## src/rtl/cpu_fetch.sv

```systemverilog
// Instruction fetch unit: issues memory reads, tracks the PC, and handles redirects and halts.
// Optional ack-timeout watchdog enabled by defining CPU_FETCH_TIMEOUT_EN.
module cpu_fetch #(
    parameter int unsigned ADDR_W  = 8,
    parameter int unsigned TIMEOUT = 15
) (
    input  logic              clk,
    input  logic              reset_n,
    input  logic [7:0]        state,
    input  logic [ADDR_W-1:0] ret_addr,
    output logic              mem_req,
    output logic [ADDR_W-1:0] mem_addr,
    input  logic [7:0]        mem_rdata,
    input  logic              mem_ack,
    output logic [7:0]        instruction,
    output logic [7:0]        operand,
    output logic [ADDR_W-1:0] pc,
    output logic              stall,
    output logic              halted,
    output logic              bus_err
);

    localparam logic [7:0] ST_FETCH_PC   = 8'h01;
    localparam logic [7:0] ST_FETCH_INST = 8'h02;
    localparam logic [7:0] ST_HALT       = 8'h03;
    localparam logic [7:0] ST_JUMP       = 8'h04;
    localparam logic [7:0] ST_RET        = 8'h0F;

    typedef enum logic [1:0] {
        S_IDLE   = 2'd0,
        S_REQ    = 2'd1,
        S_HALTED = 2'd2
    } fsm_e;

    if (TIMEOUT == 0) begin : g_bad_timeout
        $error("cpu_fetch: TIMEOUT must be nonzero");
    end

    fsm_e              fsm_q, fsm_d;
    logic [ADDR_W-1:0] pc_q, pc_d;
    logic [ADDR_W-1:0] redir_q, redir_d;
    logic              redir_vld_q, redir_vld_d;
    logic              halt_pend_q, halt_pend_d;
    logic [7:0]        instruction_q, instruction_d;
    logic [7:0]        operand_q, operand_d;
    logic              mem_req_q, mem_req_d;
    logic              halted_q, halted_d;

`ifdef CPU_FETCH_TIMEOUT_EN
    localparam int unsigned CNT_W = $clog2(TIMEOUT + 1);
    logic [CNT_W-1:0] cnt_q, cnt_d;
    logic             bus_err_q, bus_err_d;
`endif

    // State registers
    always_ff @(posedge clk or negedge reset_n) begin
        if (!reset_n) begin
            fsm_q         <= S_IDLE;
            pc_q          <= '0;
            redir_q       <= '0;
            redir_vld_q   <= 1'b0;
            halt_pend_q   <= 1'b0;
            instruction_q <= '0;
            operand_q     <= '0;
            mem_req_q     <= 1'b0;
            halted_q      <= 1'b0;
`ifdef CPU_FETCH_TIMEOUT_EN
            cnt_q         <= '0;
            bus_err_q     <= 1'b0;
`endif
        end else begin
            fsm_q         <= fsm_d;
            pc_q          <= pc_d;
            redir_q       <= redir_d;
            redir_vld_q   <= redir_vld_d;
            halt_pend_q   <= halt_pend_d;
            instruction_q <= instruction_d;
            operand_q     <= operand_d;
            mem_req_q     <= mem_req_d;
            halted_q      <= halted_d;
`ifdef CPU_FETCH_TIMEOUT_EN
            cnt_q         <= cnt_d;
            bus_err_q     <= bus_err_d;
`endif
        end
    end

    // Next-state logic
    always_comb begin
        fsm_d         = fsm_q;
        pc_d          = pc_q;
        redir_d       = redir_q;
        redir_vld_d   = redir_vld_q;
        halt_pend_d   = halt_pend_q;
        instruction_d = instruction_q;
        operand_d     = operand_q;
        mem_req_d     = mem_req_q;
        halted_d      = halted_q;
`ifdef CPU_FETCH_TIMEOUT_EN
        cnt_d         = '0;
        bus_err_d     = bus_err_q;
`endif

        case (fsm_q)
            S_IDLE: begin
                case (state)
                    ST_FETCH_PC: begin
                        fsm_d     = S_REQ;
                        mem_req_d = 1'b1;
                    end
                    ST_FETCH_INST: instruction_d = operand_q;
                    ST_HALT: begin
                        fsm_d    = S_HALTED;
                        halted_d = 1'b1;
                    end
                    ST_JUMP: pc_d = ADDR_W'(operand_q);
                    ST_RET:  pc_d = ret_addr;
                    default: ;
                endcase
            end

            S_REQ: begin
                // Requests seen during the fetch, including on the ack edge, are queued; latest redirect wins
                if (state == ST_JUMP) begin
                    redir_vld_d = 1'b1;
                    redir_d     = ADDR_W'(operand_q);
                end else if (state == ST_RET) begin
                    redir_vld_d = 1'b1;
                    redir_d     = ret_addr;
                end
                if (state == ST_HALT) begin
                    halt_pend_d = 1'b1;
                end

                if (mem_ack) begin
                    operand_d   = mem_rdata;
                    pc_d        = redir_vld_d ? redir_d : pc_q + ADDR_W'(1);
                    mem_req_d   = 1'b0;
                    fsm_d       = halt_pend_d ? S_HALTED : S_IDLE;
                    halted_d    = halt_pend_d;
                    redir_vld_d = 1'b0;
                    halt_pend_d = 1'b0;
                end
`ifdef CPU_FETCH_TIMEOUT_EN
                else if (cnt_q == CNT_W'(TIMEOUT - 1)) begin
                    bus_err_d   = 1'b1;
                    mem_req_d   = 1'b0;
                    fsm_d       = S_HALTED;
                    halted_d    = 1'b1;
                    redir_vld_d = 1'b0;
                    halt_pend_d = 1'b0;
                end else begin
                    cnt_d = cnt_q + CNT_W'(1);
                end
`endif
            end

            S_HALTED: ;

            default: fsm_d = S_IDLE;
        endcase
    end

    assign mem_req     = mem_req_q;
    assign mem_addr    = pc_q;
    assign instruction = instruction_q;
    assign operand     = operand_q;
    assign pc          = pc_q;
    assign stall       = (fsm_q == S_REQ);
    assign halted      = halted_q;
`ifdef CPU_FETCH_TIMEOUT_EN
    assign bus_err     = bus_err_q;
`else
    assign bus_err     = 1'b0;
`endif

endmodule

```

## config.mk

```make
export PLATFORM = sky130hd
export DESIGN_NAME = cpu_fetch
export DESIGN_NICKNAME = d
export VERILOG_FILES = /design/src/rtl/cpu_fetch.sv
export SDC_FILE = /design/constraint.sdc
export NUM_CORES = 1
export LEC_CHECK = 0
export BUFFER_PORTS_ARGS = -buffer_cell sky130_fd_sc_hd__buf_4
export CELL_PAD_IN_SITES_DETAIL_PLACEMENT = 1
export CELL_PAD_IN_SITES_GLOBAL_PLACEMENT = 1
export CORE_UTILIZATION = 42
export CTS_CLUSTER_SIZE = 40
export DETAILED_ROUTE_END_ITERATION = 10
export GPL_TIMING_DRIVEN = 1
export HOLD_SLACK_MARGIN = 0.05
export PLACE_DENSITY_LB_ADDON = 0.1
export SLEW_MARGIN = 20
export SYNTH_ARGS = -nofsm -noshare
export SYNTH_HDL_FRONTEND = slang
export SYNTH_SLANG_ARGS = --single-unit
```

## constraint.sdc

```tcl
create_clock -name clk -period 3.6 [get_ports clk]
set_input_delay 0.54 -clock clk [delete_from_list [all_inputs] [get_ports clk]]
set_output_delay 0.54 -clock clk [all_outputs]
set_load 0.05 [all_outputs]
```

==> impl_metrics.tcl <==
set metrics [dict create \
    status "finished, final reports clean" \
    start_util 0.439 \
    synth_most_common_cell "nand2_1" \
    row_count 26 \
    h-tree-depth 2 \
    critPathKind "flop to output pin" \
    route.detailed.drc 0 \
    wl_per_cell_um 18.4 \
    design.die.area_um2 5670 \
    drv_cap 0 \
    cts.sinks 38 \
    synth_cell_types 54 \
    max_freq_mhz 407 \
    ir_drop_uv 218 \
    synth_top_area_frac 0.422 \
    worstSetupEndpoint "stall" \
    async_reset_ff_frac 1.00 \
    reg2reg_slack_ns 1.31 \
    placed_cell_area_um2 2660 \
    relSlewSlack 0.487 \
    start_kind "flop" \
    post-synth-top-area-cell "dfrtp_1" \
    synth_edf_count 0 \
    fin_util 0.538 \
    tightest_slew_ns 0.763 \
    vias 2059 \
    holdBufCountCts 0 \
    path_clk_slew_ns 0.08 \
    dp_hpwl_mm 4.77 \
    grt_pass1_vias 2037 \
    min_period_over_period 0.683 \
    ys_seq_area_frac 0.422 \
    drtIter0Drc 139 \
    num-nets-final 320 \
    synth.net_count 274 \
    timing.rr.end "mem_addr[7]$_DFFE_PN0P_" \
    avgViaCountPerCell 5.67 \
    end_kind "output pin" \
    hold_viol 0 \
    cts_setup_buffers 0 \
    die_w_um 75.3 \
    skew_ns 0.00471 \
    clk_latency_ns 0.30 \
    final_area_um2 2770 \
    critPathRequiredTime_ns 3.06 \
    track_usage 0.257 \
    crit_path_max_fanout 15 \
    drt-total-wl_mm 6.68 \
    grt_start_max_net_pins 39 \
    fp.coreArea_um2 5140 \
    reg2reg_depth 6 \
    diodes 0 \
    grt_pass1_wl_mm 10.6 \
    powerDensity_nw_per_um2 424 \
    cts_inserted_buffers 5 \
    syn_to_final_growth_pct 22.6 \
    antenna_found_initial 0 \
    yosys_warnings 0 \
    ys_top_cells_by_area "dfrtp_1, nand2_1, mux2_2, buf_4, o21ai_0" \
    crit_chain "nand2b_1 > inv_1 > buf_4" \
    portBuffers 61 \
    hold_path_class "primary input to asynchronous set/reset pin" \
    die_h_um 75.3 \
    min_period_ns 2.46 \
    final_max_slew_viol_count 0 \
    setup_viol 0 \
    firstDrtPassIters 4 \
    cts_tree "yes" \
    drive_gt1_frac 0.314 \
    rsz0062_at_grt "false" \
    synth-seq-cells 38 \
    final.setup.tns_ns 0 \
    root_buffer "clkbuf_8" \
    synth_area_um2 2260 \
    synthFlopType "dfrtp_1" \
    gr-total-overflow 0 \
    avgSynthCellArea_um2 9.17 \
    worstPathArrival_ns 1.92 \
    reg2reg_from "fsm_q[0]$_DFFE_PN0P_" \
    drtAntennaViolNets 0 \
    gp_congestion 0.802 \
    crit_path_start "fsm_q[0]$_DFFE_PN0P_" \
    synthCells 246 \
    cp_slowest_cell "dfrtp_1" \
    slowest_delay_ns 0.53 \
    clock_path_buffers 2 \
    cts-resized-gates 0 \
    leakagePower_nw 1.37 \
    io_pins 63 \
    synth_common_cells "nand2_1, dfrtp_1, nor2_1" \
]
cell usage in the layout (no fill, tap or decap), drive strengths merged, types with 3 or more instances in the layout:
cell and n:
a21oi 8, a22o 4, a22oi 3, and2 3, and3 3, buf 62, clkbuf 5, dfrtp 38
inv 7, mux2 11, mux2i 7, nand2 46, nand3 8, nand4 4, nor2 18, nor3 4
nor4 4, o211ai 3, o21ai 16, o22ai 3
stage by stage:
step	std cells	hold WS, ns	worst slack, ns	power (mW)
2_1_floorplan	246	0.244	1.73	0.716
3_3_place_gp	355	0.466	1.10	0.812
3_5_place_dp	355	0.478	0.980	0.817
4_1_cts	363	0.221	1.18	1.18
5_1_grt	363	0.254	1.02	1.22
6_report	363	0.206	1.14	1.17
cell families after synthesis:
logic type,count (synthesis),synth area share
DFF,38,0.422
other,1,0.00166
adders and majority gates,1,0.00555
and+or+nand+nor,102,0.228
buffers and inverters,30,0.0793
muxes,18,0.0860
AOI/OAI and AO/OA,56,0.178
worst max-delay path: cells and delay by family, from the launching register on:
family / cells / cell delay [ns]
and+or+nand+nor: 1 / 0.29
DFF: 1 / 0.53
buffers and inverters: 2 / 0.80
metal layers:
layer / global-route usage / part of all wire
met1: 0.359 / 0.45
met2: 0.400 / 0.48
met3: 0.0410 / 0.052
met4: 0.101 / 0.016
met5: 0 / 0
state kept, by name, summed over array words and instances (netlist names):
register / count
redir_q: 8
operand: 8
mem_addr: 8
fsm_q: 2
halt_pend_q: 1
instruction: 8
mem_req: 1
halted: 1
redir_vld_q: 1
worst min-delay path by stage:
stage	from	endpoint	slack (ns)	cells after the start
global placement	redir_q[3]$_DFFE_PN0P_	redir_q[3]$_DFFE_PN0P_	0.47	2
floorplan	reset_n	fsm_q[0]$_DFFE_PN0P_	0.24	0
global route	reset_n	mem_addr[5]$_DFFE_PN0P_	0.25	1
finish	reset_n	mem_addr[3]$_DFFE_PN0P_	0.21	1
detailed placement	redir_q[3]$_DFFE_PN0P_	redir_q[3]$_DFFE_PN0P_	0.48	2
CTS	reset_n	mem_addr[3]$_DFFE_PN0P_	0.22	1
report_power, final:
group / total [mW] / switching (mW) / internal [mW]
clock: 0.366 / 0.162 / 0.204
combinational: 0.309 / 0.209 / 0.100
sequential: 0.498 / 0.0421 / 0.456
layout make-up:
| type | count | area (µm²) |
|---|---|---|
| clock buffer | 5 | 68.8 |
| sequential | 38 | 951 |
| tap | 70 | 87.6 |
| multi-input combinational | 178 | 1130 |
| inverter | 7 | 26.3 |
| timing repair buffer | 62 | 465 |
| clock inverter | 3 | 40.0 |
| fill | 655 | 2370 |
No activity file was read; power rests on OpenSTA's default activity.
